<file path="src/rtl/seq_multiplier_param.sv">
// Parametrised shift-add sequential multiplier with start/busy/done handshake.
// Operands are latched on an accepted start. Signed operands are converted to
// unsigned magnitudes. WIDTH add/shift iterations follow, and a final FIX
// cycle restores the sign of the product. Latency is WIDTH+2 cycles per result.
module seq_multiplier_param #(
    parameter int WIDTH = 8
) (
    input  logic                 clk,
    input  logic                 rst_n,
    input  logic                 start,
    input  logic                 is_signed,
    input  logic [WIDTH-1:0]     A,
    input  logic [WIDTH-1:0]     B,
    output logic                 busy,
    output logic                 done,
    output logic [2*WIDTH-1:0]   C
);

    localparam int CW = $clog2(WIDTH + 1);

    typedef enum logic [1:0] {
        IDLE = 2'd0,
        RUN  = 2'd1,
        FIX  = 2'd2
    } state_t;

    state_t               state_q, state_d;
    logic [WIDTH-1:0]     mcand_q, mcand_d;
    logic [WIDTH-1:0]     mplier_q, mplier_d;   // multiplier, fills with product low half
    logic [WIDTH-1:0]     acc_q, acc_d;         // product high half
    logic [CW-1:0]        count_q, count_d;
    logic                 neg_q, neg_d;
    logic                 busy_q, busy_d;
    logic                 done_q, done_d;
    logic [2*WIDTH-1:0]   c_q, c_d;

    logic [WIDTH-1:0]     addend_s;
    logic [WIDTH:0]       sum_s;
    logic [2*WIDTH-1:0]   raw_s;

    // Unsigned magnitude of an operand. The most-negative value maps onto
    // 2^(WIDTH-1), which still fits the WIDTH-bit unsigned result.
    function automatic logic [WIDTH-1:0] magnitude(input logic [WIDTH-1:0] v,
                                                   input logic             sgn);
        logic [WIDTH-1:0] m;
        if (sgn && v[WIDTH-1]) begin
            m = ~v + {{(WIDTH-1){1'b0}}, 1'b1};
        end else begin
            m = v;
        end
        return m;
    endfunction

    // Next-state and datapath: accept, one add/shift iteration per RUN cycle, sign fix.
    always_comb begin
        state_d  = state_q;
        mcand_d  = mcand_q;
        mplier_d = mplier_q;
        acc_d    = acc_q;
        count_d  = count_q;
        neg_d    = neg_q;
        busy_d   = busy_q;
        done_d   = 1'b0;
        c_d      = c_q;

        addend_s = mplier_q[0] ? mcand_q : {WIDTH{1'b0}};
        sum_s    = {1'b0, acc_q} + {1'b0, addend_s};
        raw_s    = {acc_q, mplier_q};

        case (state_q)
            IDLE: begin
                if (start) begin
                    mcand_d  = magnitude(A, is_signed);
                    mplier_d = magnitude(B, is_signed);
                    neg_d    = is_signed & (A[WIDTH-1] ^ B[WIDTH-1]);
                    acc_d    = {WIDTH{1'b0}};
                    count_d  = {CW{1'b0}};
                    busy_d   = 1'b1;
                    state_d  = RUN;
                end else begin
                    state_d  = IDLE;
                end
            end
            RUN: begin
                // Shift {carry, acc, mplier} right by one after the conditional add.
                acc_d    = sum_s[WIDTH:1];
                mplier_d = {sum_s[0], mplier_q[WIDTH-1:1]};
                count_d  = count_q + {{(CW-1){1'b0}}, 1'b1};
                if (count_d == CW'(WIDTH)) begin
                    state_d = FIX;
                end else begin
                    state_d = RUN;
                end
            end
            FIX: begin
                // Two's-complement negate; negating zero yields zero.
                if (neg_q) begin
                    c_d = ~raw_s + {{(2*WIDTH-1){1'b0}}, 1'b1};
                end else begin
                    c_d = raw_s;
                end
                done_d  = 1'b1;
                busy_d  = 1'b0;
                state_d = IDLE;
            end
            default: begin
                busy_d  = 1'b0;
                state_d = IDLE;
            end
        endcase
    end

    // State registers; asynchronous reset discards any in-flight operation.
    always_ff @(posedge clk or negedge rst_n) begin
        if (!rst_n) begin
            state_q  <= IDLE;
            mcand_q  <= {WIDTH{1'b0}};
            mplier_q <= {WIDTH{1'b0}};
            acc_q    <= {WIDTH{1'b0}};
            count_q  <= {CW{1'b0}};
            neg_q    <= 1'b0;
            busy_q   <= 1'b0;
            done_q   <= 1'b0;
            c_q      <= {(2*WIDTH){1'b0}};
        end else begin
            state_q  <= state_d;
            mcand_q  <= mcand_d;
            mplier_q <= mplier_d;
            acc_q    <= acc_d;
            count_q  <= count_d;
            neg_q    <= neg_d;
            busy_q   <= busy_d;
            done_q   <= done_d;
            c_q      <= c_d;
        end
    end

    assign busy = busy_q;
    assign done = done_q;
    assign C    = c_q;

endmodule

</file>
<file path="config.mk">
export PLATFORM = sky130hd
export DESIGN_NAME = seq_multiplier_param
export DESIGN_NICKNAME = d
export VERILOG_FILES = /design/src/rtl/seq_multiplier_param.sv
export SDC_FILE = /design/constraint.sdc
export NUM_CORES = 1
export LEC_CHECK = 0
export BUFFER_PORTS_ARGS = -buffer_cell sky130_fd_sc_hd__buf_2
export CORE_ASPECT_RATIO = 1.1
export CORE_MARGIN = 1.5
export CORE_UTILIZATION = 30
export CTS_CLUSTER_DIAMETER = 50
export DETAILED_ROUTE_END_ITERATION = 6
export GPL_ROUTABILITY_DRIVEN = 0
export PLACE_DENSITY_LB_ADDON = 0.05
export SLEW_MARGIN = 20
export SYNTH_ARGS = -nofsm -noshare
export SYNTH_HDL_FRONTEND = slang
export SYNTH_SLANG_ARGS = --single-unit
</file>
<file path="constraint.sdc">
create_clock -name clk -period 2.1 [get_ports clk]
set_input_delay 0.21 -clock clk [delete_from_list [all_inputs] [get_ports clk]]
set_output_delay 0.21 -clock clk [all_outputs]
set_load 0.03 [all_outputs]
</file>
==> results.txt <==
- For the worst-skew pair, the clock arrives at the later sink with an insertion delay of around 0.30 ns.
- Grouping stages by cell kind, the critical path spends the most delay in compound AO/OA/AOI/OAI gates.
- Wire length of the first global-routing pass: around 11 mm
* Final Hold Violating Endpoints: 1
* Number of clock sinks: 49
* Upper clock frequency limit: about 0.5 GHz
- Counting every net in the synthesized netlist gives 337.
- Relative to the synthesized area, the layout overhead comes to 20.6%.
- Ant. Diodes: 0
* Classification of the worst setup path: reg -> reg
- On the final layout, the worst hold slack is -0.00275 ns.
- Number of cell rows: 36
- Simple-gate portion of the synthesized area: roughly 17%
* Filler-free cell count of the finished design: 470
* Worst Max-Slew Pin Slew: 0.786 ns
- Share of power burned in the clock network: 14.7%
- Among all stages on the critical path, the largest delay is contributed by dfrtp_2.
- List of cells traversed by the critical path: dlymetal6s2s_1 > and2_1 > ha_1 > a211oi_2 > o311ai_1 > buf_4 > o31ai_2 > xor2_1 > o21ai_0
- Among all flip-flop cells after synthesis, the most frequent one is dfrtp_1.
- Pin placement for this block handled 38 I/O pins.
- Launching element type of the critical path: flip-flop
- Power spread over the standard cell area amounts to between 1000 and 1500 mW/mm².
* Asr flop ratio synth: 100%
* Violations in the final reports: hold timing
- Synthesis handed over a netlist of just over 300 instances.
- Avg Vias per Cell: ~4.7
* Leftover overflow at the end of global routing: 0
* Floorplan die area: ~0.0097 mm²
- The clock arrives with 0.00575 ns of skew.
- Counting flops with a built-in enable in the synthesized netlist gives 0.
- Reg power frac: between 30 and 40%
* Static Leak: 1.54 nW
- Routed length per placed instance: approximately 14 µm
- The number of global-route vias before repair is 2149.
- Clock slew at the register clock pins of the worst setup and hold paths: about 0.090 ns
- After Yosys synthesis, XOR and XNOR cells account for about a tenth of the synthesized area.
- The routed design could run at a clock period as short as ~2.0 ns.
- Combinational cells account for a little under 50% of the total power.
- Share of synthesized cell area in full adder, half adder and majority cells: roughly 6.2%
- Normalized max-slew margin: a little under half
* Number of distinct library cells after synthesis: 36
- Of all nets on the critical path, the largest fanout is 6.
* Max Cap Viol: 0
- For this configuration, the core starts out at a cell density of about 31%.
- The worst-case IR drop observed on VDD is roughly 0.42 mV.
* Critical path arrival: around 2.2 ns
* Horizontal die dimension: 94.2 µm
- CTS H-Tree Depth: 2
- TritonCTS clock tree: yes
- Endpoints failing setup: 0
* Final Net Count: 388
- Yosys synthesis warning count: 0
- Clock tree synthesis inserted a total of 5 buffers.
- Final Max Slew Viols: 0
* Delay of the slowest critical-path stage: 0.44 ns
* DRT Wirelength: 6.45 mm
- Pre-Repair DR Iteration Count: 6
* Maximum number of pins on one net before global-route repair: 50
* Ratio of final minimum period to clock period: a little over nine tenths
- Post-synth design cell area: ~0.0027 mm²
- STA puts the critical path data required time at 2.26 ns.
* Chip Height: 103 µm
- Internal power consumption: around 2.8 mW
- Summing the areas of all compound-gate instances in the mapped netlist gives ~17% of the synthesized area.
- Proportion of layout cells with a drive suffix above 1: 19.1%
* Core area: 0.00887 mm²
- By area, the combinational part of the netlist is dominated by compound AO/OA/AOI/OAI gates.
- Buffers & Inverters on Critical Path: 2
* Fraction of the yosys area taken by sequential cells: approximately 45%
- After synthesis the netlist holds a flip-flop and latch count of 49.
* Proportion of total power due to net switching: between 40% and 50%
- Remaining antenna violation count: 0
- Syn avg cell area: between 9 and 10 µm²
- After detailed routing, the number of remaining DRC violations is 0.
* Root cell of the clock tree: clkbuf_8
- The final route contains about 2200 vias.
- After the first detailed-routing iteration, the DRC count stood at 71.
* Gr usage total: between 10% and 20%
- The worst hold path belongs to the class in -> async.
* Net switching power: about 2.1 mW
- Detailed placement ended at an HPWL of between 4 and 5 mm.
- Counting the fill cells in the layout gives about 940.
- Antenna violations before repair: 0
- In this run the deepest clock path goes through 2 buffers.
* Category of the worst setup path capture point: flip-flop
* Result of the run: finished, violations left
- Multiplexer share of the synthesized area: 1.09%
- Including well taps, the total number of placed cells is approximately 460.
- Number of buffer cells added on primary ports: 37
final timing paths:
path,depth (start not counted),end,slack (ns),from
max,9,acc_q[6],0.11,mplier_q[0]
min,2,done,-0.003,rst_n
max reg2reg,9,acc_q[6],0.11,mplier_q[0]
min reg2reg,2,C[7],0.48,C[7]
max in group asynchronous,2,mplier_q[0],1.61,rst_n
min in group clk,3,busy,0.18,start
per-stage QoR:
stage                     setup slack (ns)  util (%)  area, µm²  setup TNS [ns]  power [mW]
after CTS                           0.0199      36.9       3280               0        4.89
after global placement              0.0182      35.6       3160               0        4.13
after floorplan                     0.0750         -       2740               0        3.35
after detailed placement          0.000185      35.6       3160               0        4.14
final                                0.110      37.3       3310               0        4.85
after global routing               -0.0214      37.3       3310         -0.0214        5.36
worst register-to-register path, delay by kind of cell (launching register included):
kind / cells / cell delay, ns
AO/OA/AOI/OAI: 4 / 0.59
flip-flops: 1 / 0.44
buffers and inverters: 2 / 0.32
adder cells (fa/ha/maj): 1 / 0.20
XOR/XNOR: 1 / 0.15
AND/OR/NAND/NOR: 1 / 0.14
power groups by stage:
stage	sequential (mW)	clock, mW	combinational (mW)
final	1.73	0.713	2.41
after global routing	1.80	0.797	2.76
after detailed placement	1.76	0	2.38
after CTS	1.74	0.750	2.39
after floorplan	1.98	0	1.37
after global placement	1.76	0	2.37
cells by family (layout without fill, tap and decap cells):
kind of cell               after synthesis  in the layout
and+or+nand+nor                        104            104
AOI/OAI and AO/OA                       81             81
xor gates and xnor gates                32             32
DFF                                     49             49
buffers and inverters                   22             74
muxes                                    3              3
adders and majority gates               13             13
state kept, by name, summed over array words and instances, names as in the netlist:
name,flops
acc_q,8
busy,1
count_q,4
C,16
mplier_q,8
state_q,2
mcand_q,8
neg_q,1
done,1
routing by layer:
layer / global-route usage, % / share of wire [%] / vias to the layer above
met5: 0 / 0 / -
met2: 23.6 / 46 / 43
met3: 2.78 / 3.8 / 5
met4: 3.44 / 1.0 / 0
li1: - / - / 1157
met1: 19.9 / 49 / 1018
cell usage after synthesis (6+ instances only):
cell | instances | share of area, %
dfrtp_1 | 49 | 45
nand2_1 | 46 | 6.3
o21ai_0 | 42 | 7.7
xor2_1 | 20 | 6.4
nor2_1 | 19 | 2.6
nand3_1 | 16 | 2.9
ha_1 | 12 | 5.5
xnor2_1 | 12 | 3.8
a21oi_1 | 11 | 2.0
clkbuf_1 | 11 | 1.5
inv_1 | 11 | 1.5
and2_1 | 8 | 1.8
o31ai_1 | 7 | 1.9
a22oi_1 | 6 | 1.6
layout by cell type (no fill, tap or decap), types with 2 or more instances in the layout:
cell and n:
mux2i_1 3, buf_2 37, a21oi_1 9, nand2b_1 3, inv_1 11, nand3_1 16, nor3b_1 2, ha_1 12
nor2_1 19, o31ai_1 6, a22oi_1 6, xor2_1 20, o41ai_1 3, clkbuf_8 6, and2_1 8, o21ai_0 41
dfrtp_1 48, nor4_1 2, nor3_1 2, xnor2_1 12, buf_4 17, nand2_1 46, o21ai_1 3, a21oi_2 2
or3_1 2
area by class of cell:
class	count	area [µm²]	area share, %
inverters	11	41.3	1.25
clock buffers	7	86.3	2.61
well taps	114	143	4.31
repair buffers	55	325	9.84
clock inverters	1	30.0	0.908
flip-flops and latches	49	1230	37.1
multi-input cells	233	1450	44.0
repair_timing:
action | CTS | global route
endpoints found under the setup margin | 3 | 4
hold buffers | 0 | 0
gates resized for setup | 1 | 7
endpoints found under the hold margin | 0 | 0
setup buffers | 0 | 1
Power figures use the tool's default switching activity.
